<file path="config.mk">
export PLATFORM = sky130hd
export DESIGN_NAME = divider_sequential
export DESIGN_NICKNAME = d
export VERILOG_FILES = /design/src/rtl/divider_pkg.sv /design/src/rtl/div_step.sv /design/src/rtl/divider_sequential.sv
export SDC_FILE = /design/constraint.sdc
export NUM_CORES = 1
export LEC_CHECK = 0
export ABC_AREA = 1
export CAP_MARGIN = 10
export CELL_PAD_IN_SITES_DETAIL_PLACEMENT = 0
export CELL_PAD_IN_SITES_GLOBAL_PLACEMENT = 2
export CORE_ASPECT_RATIO = 1.1
export CORE_UTILIZATION = 32
export DETAILED_ROUTE_END_ITERATION = 12
export GPL_TIMING_DRIVEN = 0
export MAX_ROUTING_LAYER = met4
export PLACE_DENSITY = 0.78
export REMOVE_ABC_BUFFERS = 1
export SYNTH_ARGS = -nofsm -noshare
export SYNTH_HDL_FRONTEND = slang
export SYNTH_SLANG_ARGS = --single-unit
export TNS_END_PERCENT = 50
</file>
<file path="constraint.sdc">
create_clock -name clk -period 1.8 [get_ports clk]
set_input_delay 0.45 -clock clk [delete_from_list [all_inputs] [get_ports clk]]
set_output_delay 0.45 -clock clk [all_outputs]
set_load 0.05 [all_outputs]
</file>
<file path="src/rtl/divider_pkg.sv">
// Shared types and sizing helpers for the sequential restoring divider.
package divider_pkg;

    typedef enum logic [1:0] {
        IDLE = 2'd0,
        CALC = 2'd1,
        DONE = 2'd2
    } div_state_e;

    localparam int unsigned DIV_W_DEFAULT = 8;

    // One restoring step per dividend bit.
    function automatic int unsigned div_steps(input int unsigned w);
        return 2 * w;
    endfunction

    // Counter must reach div_steps(w) inclusive.
    function automatic int unsigned div_cnt_w(input int unsigned w);
        return $clog2(2 * w + 1);
    endfunction

endpackage

</file>
<file path="src/rtl/div_step.sv">
// Single combinational restoring-division step: shift in one dividend bit, trial-subtract.
module div_step
    import divider_pkg::*;
#(
    parameter int unsigned W = DIV_W_DEFAULT
) (
    input  logic [W-1:0] i_pr,
    input  logic         i_dq_msb,
    input  logic [W-1:0] i_divisor,
    output logic [W-1:0] o_pr_c,
    output logic         o_q_bit_c
);

    logic [W:0] w_shift;

    assign w_shift = {i_pr, i_dq_msb};

    // The restored remainder is always below the divisor, so W bits hold it.
    always_comb begin
        o_q_bit_c = 1'b0;
        o_pr_c    = w_shift[W-1:0];
        if (w_shift >= {1'b0, i_divisor}) begin
            o_q_bit_c = 1'b1;
            o_pr_c    = W'(w_shift - {1'b0, i_divisor});
        end
    end

endmodule

</file>
<file path="src/rtl/divider_sequential.sv">
// Multi-cycle radix-2 restoring divider, 2W-bit dividend by W-bit divisor.
// Define DIVIDER_SIGNED_EN for two's-complement operands (truncating quotient).
module divider_sequential
    import divider_pkg::*;
#(
    parameter int unsigned W = DIV_W_DEFAULT
) (
    input  logic            clk,
    input  logic            rst_n,
    input  logic            in_valid,
    output logic            in_ready,
    input  logic [2*W-1:0]  dividend,
    input  logic [W-1:0]    divisor,
    output logic            out_valid,
    input  logic            out_ready,
    output logic [2*W-1:0]  quotient,
    output logic [W-1:0]    remainder,
    output logic            div_by_zero
);

    localparam int unsigned DW    = 2 * W;
    localparam int unsigned STEPS = div_steps(W);
    localparam int unsigned CW    = div_cnt_w(W);

    div_state_e      r_state;
    logic [W-1:0]    r_pr;
    logic [DW-1:0]   r_dq;
    logic [W-1:0]    r_dvs;
    logic [CW-1:0]   r_cnt;
    logic            r_in_ready;
    logic            r_out_valid;
    logic [DW-1:0]   r_quotient;
    logic [W-1:0]    r_remainder;
    logic            r_dbz;

    logic [W-1:0]    w_pr_next;
    logic            w_q_bit;
    logic [DW-1:0]   w_dq_init;
    logic [W-1:0]    w_dvs_init;
    logic [DW-1:0]   w_dbz_q;
    logic [DW-1:0]   w_q_fix;
    logic [W-1:0]    w_r_fix;
    logic            w_accept;

    assign w_accept = in_valid && r_in_ready;

    div_step #(.W(W)) u_div_step (
        .i_pr      (r_pr),
        .i_dq_msb  (r_dq[DW-1]),
        .i_divisor (r_dvs),
        .o_pr_c    (w_pr_next),
        .o_q_bit_c (w_q_bit)
    );

`ifdef DIVIDER_SIGNED_EN
    logic r_neg_q;
    logic r_neg_r;

    // Magnitudes go through the unsigned core; signs are reapplied on entry to DONE.
    assign w_dq_init  = dividend[DW-1] ? (~dividend + DW'(1)) : dividend;
    assign w_dvs_init = divisor[W-1]   ? (~divisor + W'(1))   : divisor;
    assign w_dbz_q    = dividend[DW-1] ? DW'(1) : '1;
    assign w_q_fix    = r_neg_q ? (~r_dq + DW'(1)) : r_dq;
    assign w_r_fix    = r_neg_r ? (~r_pr + W'(1))  : r_pr;

    always_ff @(posedge clk or negedge rst_n) begin
        if (!rst_n) begin
            r_neg_q <= 1'b0;
            r_neg_r <= 1'b0;
        end else if (r_state == IDLE && w_accept) begin
            r_neg_q <= dividend[DW-1] ^ divisor[W-1];
            r_neg_r <= dividend[DW-1];
        end
    end
`else
    assign w_dq_init  = dividend;
    assign w_dvs_init = divisor;
    assign w_dbz_q    = '1;
    assign w_q_fix    = r_dq;
    assign w_r_fix    = r_pr;
`endif

    // Control FSM with step counter and registered result outputs.
    always_ff @(posedge clk or negedge rst_n) begin
        if (!rst_n) begin
            r_state     <= IDLE;
            r_pr        <= '0;
            r_dq        <= '0;
            r_dvs       <= '0;
            r_cnt       <= '0;
            r_in_ready  <= 1'b1;
            r_out_valid <= 1'b0;
            r_quotient  <= '0;
            r_remainder <= '0;
            r_dbz       <= 1'b0;
        end else begin
            case (r_state)
                IDLE: begin
                    if (w_accept) begin
                        r_in_ready <= 1'b0;
                        if (divisor == '0) begin
                            r_state     <= DONE;
                            r_out_valid <= 1'b1;
                            r_quotient  <= w_dbz_q;
                            r_remainder <= dividend[W-1:0];
                            r_dbz       <= 1'b1;
                        end else begin
                            r_state <= CALC;
                            r_dq    <= w_dq_init;
                            r_dvs   <= w_dvs_init;
                            r_pr    <= '0;
                            r_cnt   <= '0;
                        end
                    end
                end
                CALC: begin
                    if (r_cnt == CW'(STEPS)) begin
                        r_state     <= DONE;
                        r_out_valid <= 1'b1;
                        r_quotient  <= w_q_fix;
                        r_remainder <= w_r_fix;
                        r_dbz       <= 1'b0;
                    end else begin
                        r_pr  <= w_pr_next;
                        r_dq  <= {r_dq[DW-2:0], w_q_bit};
                        r_cnt <= r_cnt + CW'(1);
                    end
                end
                DONE: begin
                    // Result released here; new operands only from the next cycle on.
                    if (out_ready) begin
                        r_state     <= IDLE;
                        r_out_valid <= 1'b0;
                        r_in_ready  <= 1'b1;
                    end
                end
                default: begin
                    r_state    <= IDLE;
                    r_in_ready <= 1'b1;
                end
            endcase
        end
    end

    assign in_ready    = r_in_ready;
    assign out_valid   = r_out_valid;
    assign quotient    = r_quotient;
    assign remainder   = r_remainder;
    assign div_by_zero = r_dbz;

endmodule

</file>
==> flow_summary.json <==
{
  "synth_area_um2": 3560,
  "status": "complete, no violations",
  "max_slew_margin_pct": 42.5,
  "grt_use_total_pct": 19.4,
  "synth.avg_cell_area_um2": 8.13,
  "fin_hold_ws_ps": 214,
  "overflow": 0,
  "placedCellCount": 621,
  "gp_congestion": 0.765,
  "fp.dieArea_um2": 11600,
  "drive_gt1_share_pct": 14.8,
  "end_kind": "register",
  "vias_per_cell": 4.75,
  "yosysWarningCount": 0,
  "ys_seq_area_share_pct": 46.4,
  "cpLargestDelayFamily": "simple AND/OR/NAND/NOR gates",
  "report.final.slew_viol_count": 0,
  "finalCritPeriodShare_pct": 94.8,
  "htreeDepth": 3,
  "grt_first_pass_wirelength_mm": 16.1,
  "final_cell_mix": "nand2_1 (127), dfrtp_1 (64), inv_1 (38)",
  "rows": 40,
  "first_pass_iters": 4,
  "final_cell_area_um2": 4860,
  "worstHoldPathType": "in2async",
  "cts_buffers": 9,
  "die-height_um": 113,
  "area_growth_pct": 36.5,
  "ff_latch_area_um2": 1650,
  "diodes": 0,
  "maxCapViolations": 0,
  "crit_type": "in2reg",
  "cp_slowest_stage_delay_ps": 460,
  "final_cells": 655,
  "port_buffers": 54,
  "arrival_ps": 1930,
  "antenna_left": 0,
  "min_period_ps": 1710,
  "crit_required_ps": 2030,
  "fmax_ghz": 0.586,
  "worstSkewPairLatency_ps": 340,
  "crit_path_cell_trace": "clkdlybuf4s50_1 > nand2_1 > nand2_8 > nand2_1 > clkinv_4 > buf_12 > nand3_4 > nand2_1 > o21ai_2",
  "tightest_slew_ps": 862,
  "die_x_um": 103,
  "multi_input_area_um2": 1980,
  "finClkSkew_ps": 6.09,
  "cts.sinks": 66,
  "vias": 3111,
  "synth.distinct_cells": 35,
  "drc": 0,
  "cp-start-kind": "input port",
  "clockRootBuffer": "clkbuf_16",
  "rsz0062_at_grt": "yes",
  "yosys_register_bits": 66,
  "clk_pin_slew_ps": 60,
  "cts_tree": "yes",
  "cts_hold_buf": 0,
  "max-clock-path-buffers": 2,
  "drt_wl_total_mm": 10.1,
  "setup_viol": 0,
  "nets": 545,
  "crit_slowest_cell": "clkdlybuf4s50_1",
  "wl_per_cell_um": 15.4,
  "crit_top_cell": "nand2_1",
  "num-fill-cells": 1169,
  "core-area_um2": 10900,
  "final_common_cell": "nand2_1",
  "finalHoldViolCount": 0,
  "initial_core_util_pct": 32.8,
  "dp_hpwl_mm": 5.29,
  "postPlaceCellArea_um2": 4140,
  "boundaryPins": 55,
  "netlist_instances": 438,
  "grt_max_degree": 67,
  "grt_pass1_vias": 3065,
  "crit_fanout": 7,
  "drt-initial-drc-count": 142,
  "antenna_found_initial": 0,
  "cp_num_buf_inv": 3
}
[timing repair]
item,in CTS,in global routing
cloned,8,3
pin swaps,5,2
buffers inserted,3,4
setup endpoints to repair,85,53
gates resized for setup,51,24
[per-stage QoR]
| step | setup TNS [ps] | util, % | setup WS [ps] |
|---|---|---|---|
| 2_1_floorplan | -26290 | - | -570 |
| 3_3_place_gp | -221990 | 38.2 | -2150 |
| 3_5_place_dp | -80980 | 38.1 | -1580 |
| 4_1_cts | -1500 | 42.5 | -80.6 |
| 5_1_grt | -389 | 44.8 | -49.3 |
| 6_report | 0 | 44.8 | 93.9 |
[cell usage after synthesis]
master    instances  area, um2
a21oi_1          22        110
nand2_4           1       11.3
fa_1              1       20.0
dfstp_2           1       26.3
xor2_1            4       35.0
dfrtp_1          65       1630
nand4_1           1       6.26
ha_1             13        163
nand3_1          23        115
xnor2_1           1       8.76
inv_2             2       7.51
a21boi_1          1       7.51
buf_2             5       25.0
nor2b_4           1       13.8
or2_2             4       25.0
o21bai_1          6       45.0
or2_1             1       6.26
nand2_8           1       20.0
o21ai_2           6       52.6
clkbuf_1          2       7.51
buf_6             7       78.8
nor2_1           33        124
a21boi_0          1       7.51
nand3b_1          7       52.6
nor2_2            2       12.5
buf_4             4       30.0
o21ai_0          28        140
inv_1            38        143
nand2_1         131        492
nor3_1            1       5.00
or2_0             2       12.5
nand2_2           3       18.8
nand3_2           2       20.0
a21oi_2           1       8.76
o21ai_1          17       85.1
[cells by family (layout without fill, tap and decap cells)]
logic type	after synthesis	after routing	synth area share, %
AO/OA/AOI/OAI	82	82	12.8
XOR/XNOR	5	5	1.23
adder cells (fa/ha/maj)	14	14	5.13
buffers and inverters	58	117	8.18
flip-flops	66	66	46.4
AND/OR/NAND/NOR	213	224	26.2
[final cells by class]
cell class                 instances  area share [%]
inverter                          40            3.35
timing repair buffer              61            12.1
multi-input combinational        325            40.8
clock buffer                      11            4.79
clock inverter                     5            1.13
tap                              147            3.78
sequential                        66            34.0
[state kept, by name, summed over array words and instances, names as in the netlist]
signal,cells
r_state,2
r_dvs,8
in_ready,1
remainder,8
r_pr,8
out_valid,1
r_dq,16
quotient,16
r_cnt,5
div_by_zero,1
[worst reg2reg max path, cell delays in order, from the launching register on]
cell and delay [ps]:
dfrtp_1 430, inv_1 150, ha_4 250, nand2_8 110, nand2_1 150, clkinv_4 90, buf_12 160, nand3_4 150
nand2_1 90, o21ai_2 60
[per-layer routing]
| layer | GRT usage [%] | wire, um | vias to the layer above |
|---|---|---|---|
| met5 | - | 0 | - |
| met2 | 30.6 | 4880 | 77 |
| met1 | 24.6 | 4630 | 1455 |
| li1 | - | - | 1567 |
| met3 | 3.36 | 396 | 12 |
| met4 | 7.62 | 178 | 0 |
[path summary, 6_finish.rpt]
check                             start      endpoint  slack (ps)  depth (start not counted)
min in group clk           quotient[14]  quotient[14]         470                          2
max in group asynchronous         rst_n       r_pr[2]         960                          1
min reg2reg                quotient[14]  quotient[14]         470                          2
max                            in_valid  quotient[15]          90                          9
max reg2reg                  r_state[0]  quotient[15]          90                          9
min                               rst_n   div_by_zero         210                          1
Power is left out: the tool's default activity adds up to more than one toggle a clock period on the data nets, which glitch-free logic cannot reach.
